==> config.mk <==
export PLATFORM = sky130hd
export DESIGN_NAME = imm_decode_ctrl
export DESIGN_NICKNAME = d
export VERILOG_FILES = /design/src/rtl/imm_decode_ctrl_pkg.sv /design/src/rtl/imm_decode_ctrl_immgen.sv /design/src/rtl/imm_decode_ctrl.sv
export SDC_FILE = /design/constraint.sdc
export NUM_CORES = 1
export LEC_CHECK = 0
export BUFFER_PORTS_ARGS = -buffer_cell sky130_fd_sc_hd__buf_2
export CORE_MARGIN = 4
export CORE_UTILIZATION = 47
export DETAILED_ROUTE_END_ITERATION = 7
export PLACE_DENSITY = 0.75
export SETUP_SLACK_MARGIN = 0.4
export SYNTH_ARGS = -nofsm -noshare
export SYNTH_HDL_FRONTEND = slang
export SYNTH_SLANG_ARGS = --single-unit
export TNS_END_PERCENT = 5
==> constraint.sdc <==
create_clock -name clk_in -period 2.6 [get_ports clk_in]
set_input_delay 0.78 -clock clk_in [delete_from_list [all_inputs] [get_ports clk_in]]
set_output_delay 0.78 -clock clk_in [all_outputs]
set_load 0.005 [all_outputs]
==> src/rtl/imm_decode_ctrl_pkg.sv <==
// Shared definitions for the decode-stage immediate sequencer:
// imm_type codes, base opcodes and the slot FSM encoding.
// IMM_DECODE_SKID_EN adds the SKID state used by the optional skid buffer.
package imm_decode_ctrl_pkg;

  localparam logic [2:0] IMM_R   = 3'b000;
  localparam logic [2:0] IMM_I   = 3'b001;
  localparam logic [2:0] IMM_S   = 3'b010;
  localparam logic [2:0] IMM_B   = 3'b011;
  localparam logic [2:0] IMM_U   = 3'b100;
  localparam logic [2:0] IMM_J   = 3'b101;
  localparam logic [2:0] IMM_CSR = 3'b110;

  localparam logic [6:0] OP_OP     = 7'b0110011;
  localparam logic [6:0] OP_IMM    = 7'b0010011;
  localparam logic [6:0] OP_LOAD   = 7'b0000011;
  localparam logic [6:0] OP_JALR   = 7'b1100111;
  localparam logic [6:0] OP_FENCE  = 7'b0001111;
  localparam logic [6:0] OP_STORE  = 7'b0100011;
  localparam logic [6:0] OP_BRANCH = 7'b1100011;
  localparam logic [6:0] OP_LUI    = 7'b0110111;
  localparam logic [6:0] OP_AUIPC  = 7'b0010111;
  localparam logic [6:0] OP_JAL    = 7'b1101111;
  localparam logic [6:0] OP_SYSTEM = 7'b1110011;

`ifdef IMM_DECODE_SKID_EN
  typedef enum logic [1:0] {
    ST_EMPTY = 2'b00,
    ST_FULL  = 2'b01,
    ST_SKID  = 2'b10
  } state_t;
`else
  typedef enum logic [1:0] {
    ST_EMPTY = 2'b00,
    ST_FULL  = 2'b01
  } state_t;
`endif

endpackage

==> src/rtl/imm_decode_ctrl_immgen.sv <==
// Immediate generator: builds the sign-extended 32-bit immediate from
// instruction bits [31:7] for the given imm_type. CSR yields the zero-extended
// 5-bit zimm from the rs1 field; R-type yields zero.
module imm_decode_ctrl_immgen
  import imm_decode_ctrl_pkg::*;
(
  input  logic [31:7] instr_bits,
  input  logic [2:0]  imm_type,
  output logic [31:0] imm
);

  // Field selection per immediate format
  always_comb begin
    imm = 32'h0;
    case (imm_type)
      IMM_I:   imm = {{20{instr_bits[31]}}, instr_bits[31:20]};
      IMM_S:   imm = {{20{instr_bits[31]}}, instr_bits[31:25], instr_bits[11:7]};
      IMM_B:   imm = {{19{instr_bits[31]}}, instr_bits[31], instr_bits[7],
                      instr_bits[30:25], instr_bits[11:8], 1'b0};
      IMM_U:   imm = {instr_bits[31:12], 12'h000};
      IMM_J:   imm = {{11{instr_bits[31]}}, instr_bits[31], instr_bits[19:12],
                      instr_bits[20], instr_bits[30:21], 1'b0};
      IMM_CSR: imm = {27'h0, instr_bits[19:15]};
      default: imm = 32'h0;
    endcase
  end

endmodule

==> src/rtl/imm_decode_ctrl.sv <==
// Decode-stage sequencer: classifies the fetched opcode, generates the
// immediate and registers the result into a single decode slot for execute.
// Build option IMM_DECODE_SKID_EN adds a one-entry skid buffer and makes
// if_ready_out registered; without it if_ready_out is combinational.
//
// state    | meaning
// EMPTY    | decode slot empty, ready to accept
// FULL     | decode slot holds a valid instruction
// SKID     | slot and skid entry both occupied (skid build only)
module imm_decode_ctrl
  import imm_decode_ctrl_pkg::*;
#(
  parameter int XLEN = 32
) (
  input  logic            clk_in,
  input  logic            rst_in,
  input  logic            flush_in,
  input  logic            if_valid_in,
  output logic            if_ready_out,
  input  logic [31:0]     instr_in,
  input  logic [XLEN-1:0] pc_in,
  output logic            ex_valid_out,
  input  logic            ex_ready_in,
  output logic [31:0]     instr_out,
  output logic [XLEN-1:0] pc_out,
  output logic [2:0]      imm_type_out,
  output logic [31:0]     imm_out,
  output logic            illegal_out
);

  // Returns {illegal, imm_type}; SYSTEM splits on funct3[2] (immediate CSR forms)
  function automatic logic [3:0] classify(input logic [6:0] opcode, input logic funct3_msb);
    logic [3:0] res;
    res = {1'b0, IMM_R};
    case (opcode)
      OP_OP:                               res = {1'b0, IMM_R};
      OP_IMM, OP_LOAD, OP_JALR, OP_FENCE:  res = {1'b0, IMM_I};
      OP_STORE:                            res = {1'b0, IMM_S};
      OP_BRANCH:                           res = {1'b0, IMM_B};
      OP_LUI, OP_AUIPC:                    res = {1'b0, IMM_U};
      OP_JAL:                              res = {1'b0, IMM_J};
      OP_SYSTEM:                           res = {1'b0, funct3_msb ? IMM_CSR : IMM_I};
      default:                             res = {1'b1, IMM_R};
    endcase
    return res;
  endfunction

  state_t      state, state_nxt;
  logic [3:0]  dec_class;
  logic [2:0]  dec_type;
  logic        dec_illegal;
  logic [31:0] dec_imm;
  logic        accept;
  logic        load_slot;
  logic        load_skid;
  logic        promote_skid;

  assign dec_class   = classify(instr_in[6:0], instr_in[14]);
  assign dec_type    = dec_class[2:0];
  assign dec_illegal = dec_class[3];

  imm_decode_ctrl_immgen u_immgen (
    .instr_bits (instr_in[31:7]),
    .imm_type   (dec_type),
    .imm        (dec_imm)
  );

  assign ex_valid_out = (state != ST_EMPTY);
  assign accept       = if_valid_in & if_ready_out & ~flush_in;

`ifdef IMM_DECODE_SKID_EN
  assign if_ready_out = (state != ST_SKID);
  assign load_slot    = accept & ((state == ST_EMPTY) | ((state == ST_FULL) & ex_ready_in));
  assign load_skid    = accept & (state == ST_FULL) & ~ex_ready_in;
  assign promote_skid = (state == ST_SKID) & ex_ready_in & ~flush_in;
`else
  assign if_ready_out = (state == ST_EMPTY) | ex_ready_in;
  assign load_slot    = accept;
  assign load_skid    = 1'b0;
  assign promote_skid = 1'b0;
`endif

  // Next-state: flush overrides everything and empties the pipeline slot(s)
  always_comb begin
    state_nxt = state;
    case (state)
      ST_EMPTY: if (accept) state_nxt = ST_FULL;
      ST_FULL: begin
        if (ex_ready_in)
          state_nxt = accept ? ST_FULL : ST_EMPTY;
`ifdef IMM_DECODE_SKID_EN
        else if (accept)
          state_nxt = ST_SKID;
`endif
      end
`ifdef IMM_DECODE_SKID_EN
      ST_SKID: if (ex_ready_in) state_nxt = ST_FULL;
`endif
      default: state_nxt = ST_EMPTY;
    endcase
    if (flush_in) state_nxt = ST_EMPTY;
  end

`ifdef IMM_DECODE_SKID_EN
  logic [31:0]     skid_instr;
  logic [XLEN-1:0] skid_pc;
  logic [2:0]      skid_type;
  logic [31:0]     skid_imm;
  logic            skid_illegal;

  // Skid entry parks an instruction accepted while execute is stalled
  always_ff @(posedge clk_in) begin
    if (rst_in) begin
      skid_instr   <= '0;
      skid_pc      <= '0;
      skid_type    <= IMM_R;
      skid_imm     <= '0;
      skid_illegal <= 1'b0;
    end else if (load_skid) begin
      skid_instr   <= instr_in;
      skid_pc      <= pc_in;
      skid_type    <= dec_type;
      skid_imm     <= dec_imm;
      skid_illegal <= dec_illegal;
    end
  end
`endif

  // State register and decode slot; slot loads from decode or from the skid entry
  always_ff @(posedge clk_in) begin
    if (rst_in) begin
      state        <= ST_EMPTY;
      instr_out    <= '0;
      pc_out       <= '0;
      imm_type_out <= IMM_R;
      imm_out      <= '0;
      illegal_out  <= 1'b0;
    end else begin
      state <= state_nxt;
      if (load_slot) begin
        instr_out    <= instr_in;
        pc_out       <= pc_in;
        imm_type_out <= dec_type;
        imm_out      <= dec_imm;
        illegal_out  <= dec_illegal;
      end
`ifdef IMM_DECODE_SKID_EN
      else if (promote_skid) begin
        instr_out    <= skid_instr;
        pc_out       <= skid_pc;
        imm_type_out <= skid_type;
        imm_out      <= skid_imm;
        illegal_out  <= skid_illegal;
      end
`endif
      if (flush_in) illegal_out <= 1'b0;
    end
  end

endmodule

==> flow_summary.yaml <==
placed_design:
  place_hpwl_mm: 8.574
  port_buffers: 170
  routabilityCongestion: 0.9157
  dpl_cell_area_um2: 4976
  dp_slack_ns: -0.2883
  place_inst: 732
logic_synthesis:
  yosysSeqAreaShare_pct: 50.80
  ys_ff_latch: 101
  synth_compound_area_share_pct: 23.20
  syn_area_per_cell_um2: 8.379
  synth_xor_area_share_pct: 0
  synth-adder-area-share_pct: 0
  ys_types: 45
  synth_nets: 544
  synth_mux_area_share_pct: 0
  yosysWarnings: 0
  synthArstFlopShare_pct: 0
  synthFlopType: "dfxtp_1"
  synth-simple-area-share_pct: 21.22
  synth_top_family_by_area: "compound AO/OA/AOI/OAI gates"
  synth_area_um2: 3980
  synth_edf_count: 0
  synth_cells: 475
drt:
  via_per_inst: 5.458
  wl_per_cell_um: 16.21
  drt-initial-drc-count: 223
  num_vias: 4088
  drt-total-wl_mm: 12.14
  post-route-drc-count: 0
  drtPass1Iterations: 5
  antenna_left: 0
finish:
  final_core_util_pct: 63.36
  final_cell_mix: "170 x buf_2, 155 x nand2_1, 101 x dfxtp_1"
  diodes: 0
  drive_gt1_share_pct: 33.39
  final_cells: 749
  fin_nets: 708
  area_growth_pct: 30.81
  fin_area_um2: 5206
  final_common_cell: "buf_2"
pwr:
  p_sw_mw: 0.7788
  switching_share_pct: 27.08
  powerDensity_nw_per_um2: 552.3
  finalPower_mw: 2.875
  leakagePower_nw: 2.337
  max-vdd-ir-drop_mv: 0.4168
  internal_power_mw: 2.097
  power_frac_comb_pct: 12.0
  clockPowerShare_pct: 31.6
  p_seq_share_pct: 56.4
die:
  initial_core_util_pct: 48.44
  dieWidth_um: 100.0
  die_h_um: 100.0
  core_um2: 8217
  ios: 171
  rows: 33
  dieArea_um2: 10000
clock_network:
  cts-buffers-inserted: 9
  cts_tree: "done"
  ctsLongestPathBuffers: 2
  clk_latency_ns: 0.35
  cts_root_buf: "clkbuf_8"
  htreeDepth: 3
  clk_pin_slew_ns: 0.09
  numClockSinks: 101
  cts_hold_buf: 0
setup_path:
  crit_path_end_kind: "register"
  required_ns: 2.86
  crit_path_end: "imm_out[19]"
  cp-startpoint: "instr_in[4]"
  rrSetupSlack_ns: 0.71
  arrival_ns: 2.42
  rr_worst_depth: 6
  r2r_end: "imm_out[19]"
  crit_type: "primary input to register"
  crit_path_max_fanout: 8
  r2r_start: "state[0]"
  start_kind: "primary input"
grt:
  grt_pass1_vias: 3960
  grt_overflow: 0
  grt_pass1_wl_mm: 19.44
  grt_antenna_before_repair: 0
  grt_max_degree: 84
  track_usage_pct: 23.69
timing:
  slew_violations: 0
  hold_viol: 0
  worstMarginPinSlew_ns: 0.8513
  fin_crit_sh_pct: 83.40
  worst_hold_slack_ns: 0.4554
  fin_skew_ns: 0.009520
  timing.final.ws_setup_ns: 0.4317
  period_minus_slack_ns: 2.168
  fmax_mhz: 461.2
  tns_ns: 0
  timing.slew.headroom_pct: 43.25
  setup_viol: 0
  grt_setup_unrepaired: "true"
run_status:
  status: "complete, no violations"
min_path:
  hold_path.class: "register to register"
flow_run:
  maxCapViolations: 0
## registers in the layout, indices dropped and copies added, names as in the netlist
signal and cells:
imm_out 32, instr_out 32, pc_out 32, imm_type_out 3
illegal_out 1, state 1
## synth_stat cells, drive strengths merged, types with 2 or more instances
| master | n | area share (%) |
|---|---|---|
| a221oi | 20 | 4.4 |
| nor3b | 3 | 0.69 |
| clkbuf | 21 | 2.0 |
| nand4bb | 2 | 0.57 |
| nor3 | 5 | 0.63 |
| inv | 6 | 0.57 |
| a222oi | 4 | 1.0 |
| dfxtp | 101 | 51 |
| nand3 | 3 | 0.38 |
| a31oi | 2 | 0.31 |
| a2111oi | 2 | 0.60 |
| o211ai | 2 | 0.38 |
| buf | 17 | 2.2 |
| a21oi | 69 | 8.7 |
| nand2 | 156 | 15 |
| nand2b | 3 | 0.47 |
| a221o | 11 | 2.8 |
| a22o | 6 | 1.3 |
| o21ai | 4 | 0.50 |
| and4b | 3 | 0.75 |
| a211o | 2 | 0.44 |
| or3 | 2 | 0.31 |
| and2 | 3 | 0.47 |
| nor2b | 3 | 0.47 |
| o211a | 2 | 0.50 |
| a211oi | 6 | 1.3 |
| nor2 | 6 | 0.57 |
## logic make-up (layout without fill, tap and decap cells)
family	Yosys count	in the layout
buffers and inverters	44	213
DFF	101	101
AOI/OAI and AO/OA	135	135
and+or+nand+nor	195	195
## worst min path at each step
stage / from / to / cells after the start
2_1_floorplan: imm_out[11] / imm_out[11] / 2
3_3_place_gp: pc_out[31] / pc_out[31] / 2
3_5_place_dp: instr_out[6] / instr_out[6] / 2
4_1_cts: instr_out[16] / instr_out[16] / 2
5_1_grt: instr_out[31] / instr_out[31] / 2
6_report: instr_out[9] / instr_out[9] / 2
## power by group through the flow
stage                     Clock, mW  Combinational, mW  Sequential (mW)
after floorplan                   0              0.158             1.66
after global placement            0              0.338             1.65
after detailed placement          0              0.343             1.66
after CTS                     0.937              0.345             1.62
after global routing           1.00              0.384             1.63
final                         0.908              0.346             1.62
## per-layer routing
metal  share of wire (%)  track usage [%]  vias up  routed length (um)
li1                    -                -     1995                   -
met1                  42            30.08     1915                5091
met2                  49            39.87      161                5933
met3                 7.5            6.115       17                 913
met4                 1.7            6.839        0                 203
met5                   0                0        -                   0
## layout make-up
| class | count | area [um2] |
|---|---|---|
| fillers | 748 | 3010 |
| flip-flops and latches | 101 | 2022 |
| inverters | 6 | 22.52 |
| clock inverters | 6 | 47.55 |
| multi-input cells | 330 | 1809 |
| repair buffers | 191 | 1046 |
| well taps | 105 | 131.4 |
| clock buffers | 10 | 127.6 |
## critical path, stage by stage
cell and delay [ns]:
buf_2 0.15, buf_4 0.14, buf_4 0.14, nor2b_1 0.18, and2_1 0.32, o21a_1 0.35, a221oi_1 0.09, a221oi_1 0.27
## what timing repair did
action	4_1_cts	5_1_grt
pin swaps	0	2
setup endpoints to repair	12	32
gates resized for setup	2	5
buffers inserted	0	1
(Power assumes the default switching activity.)
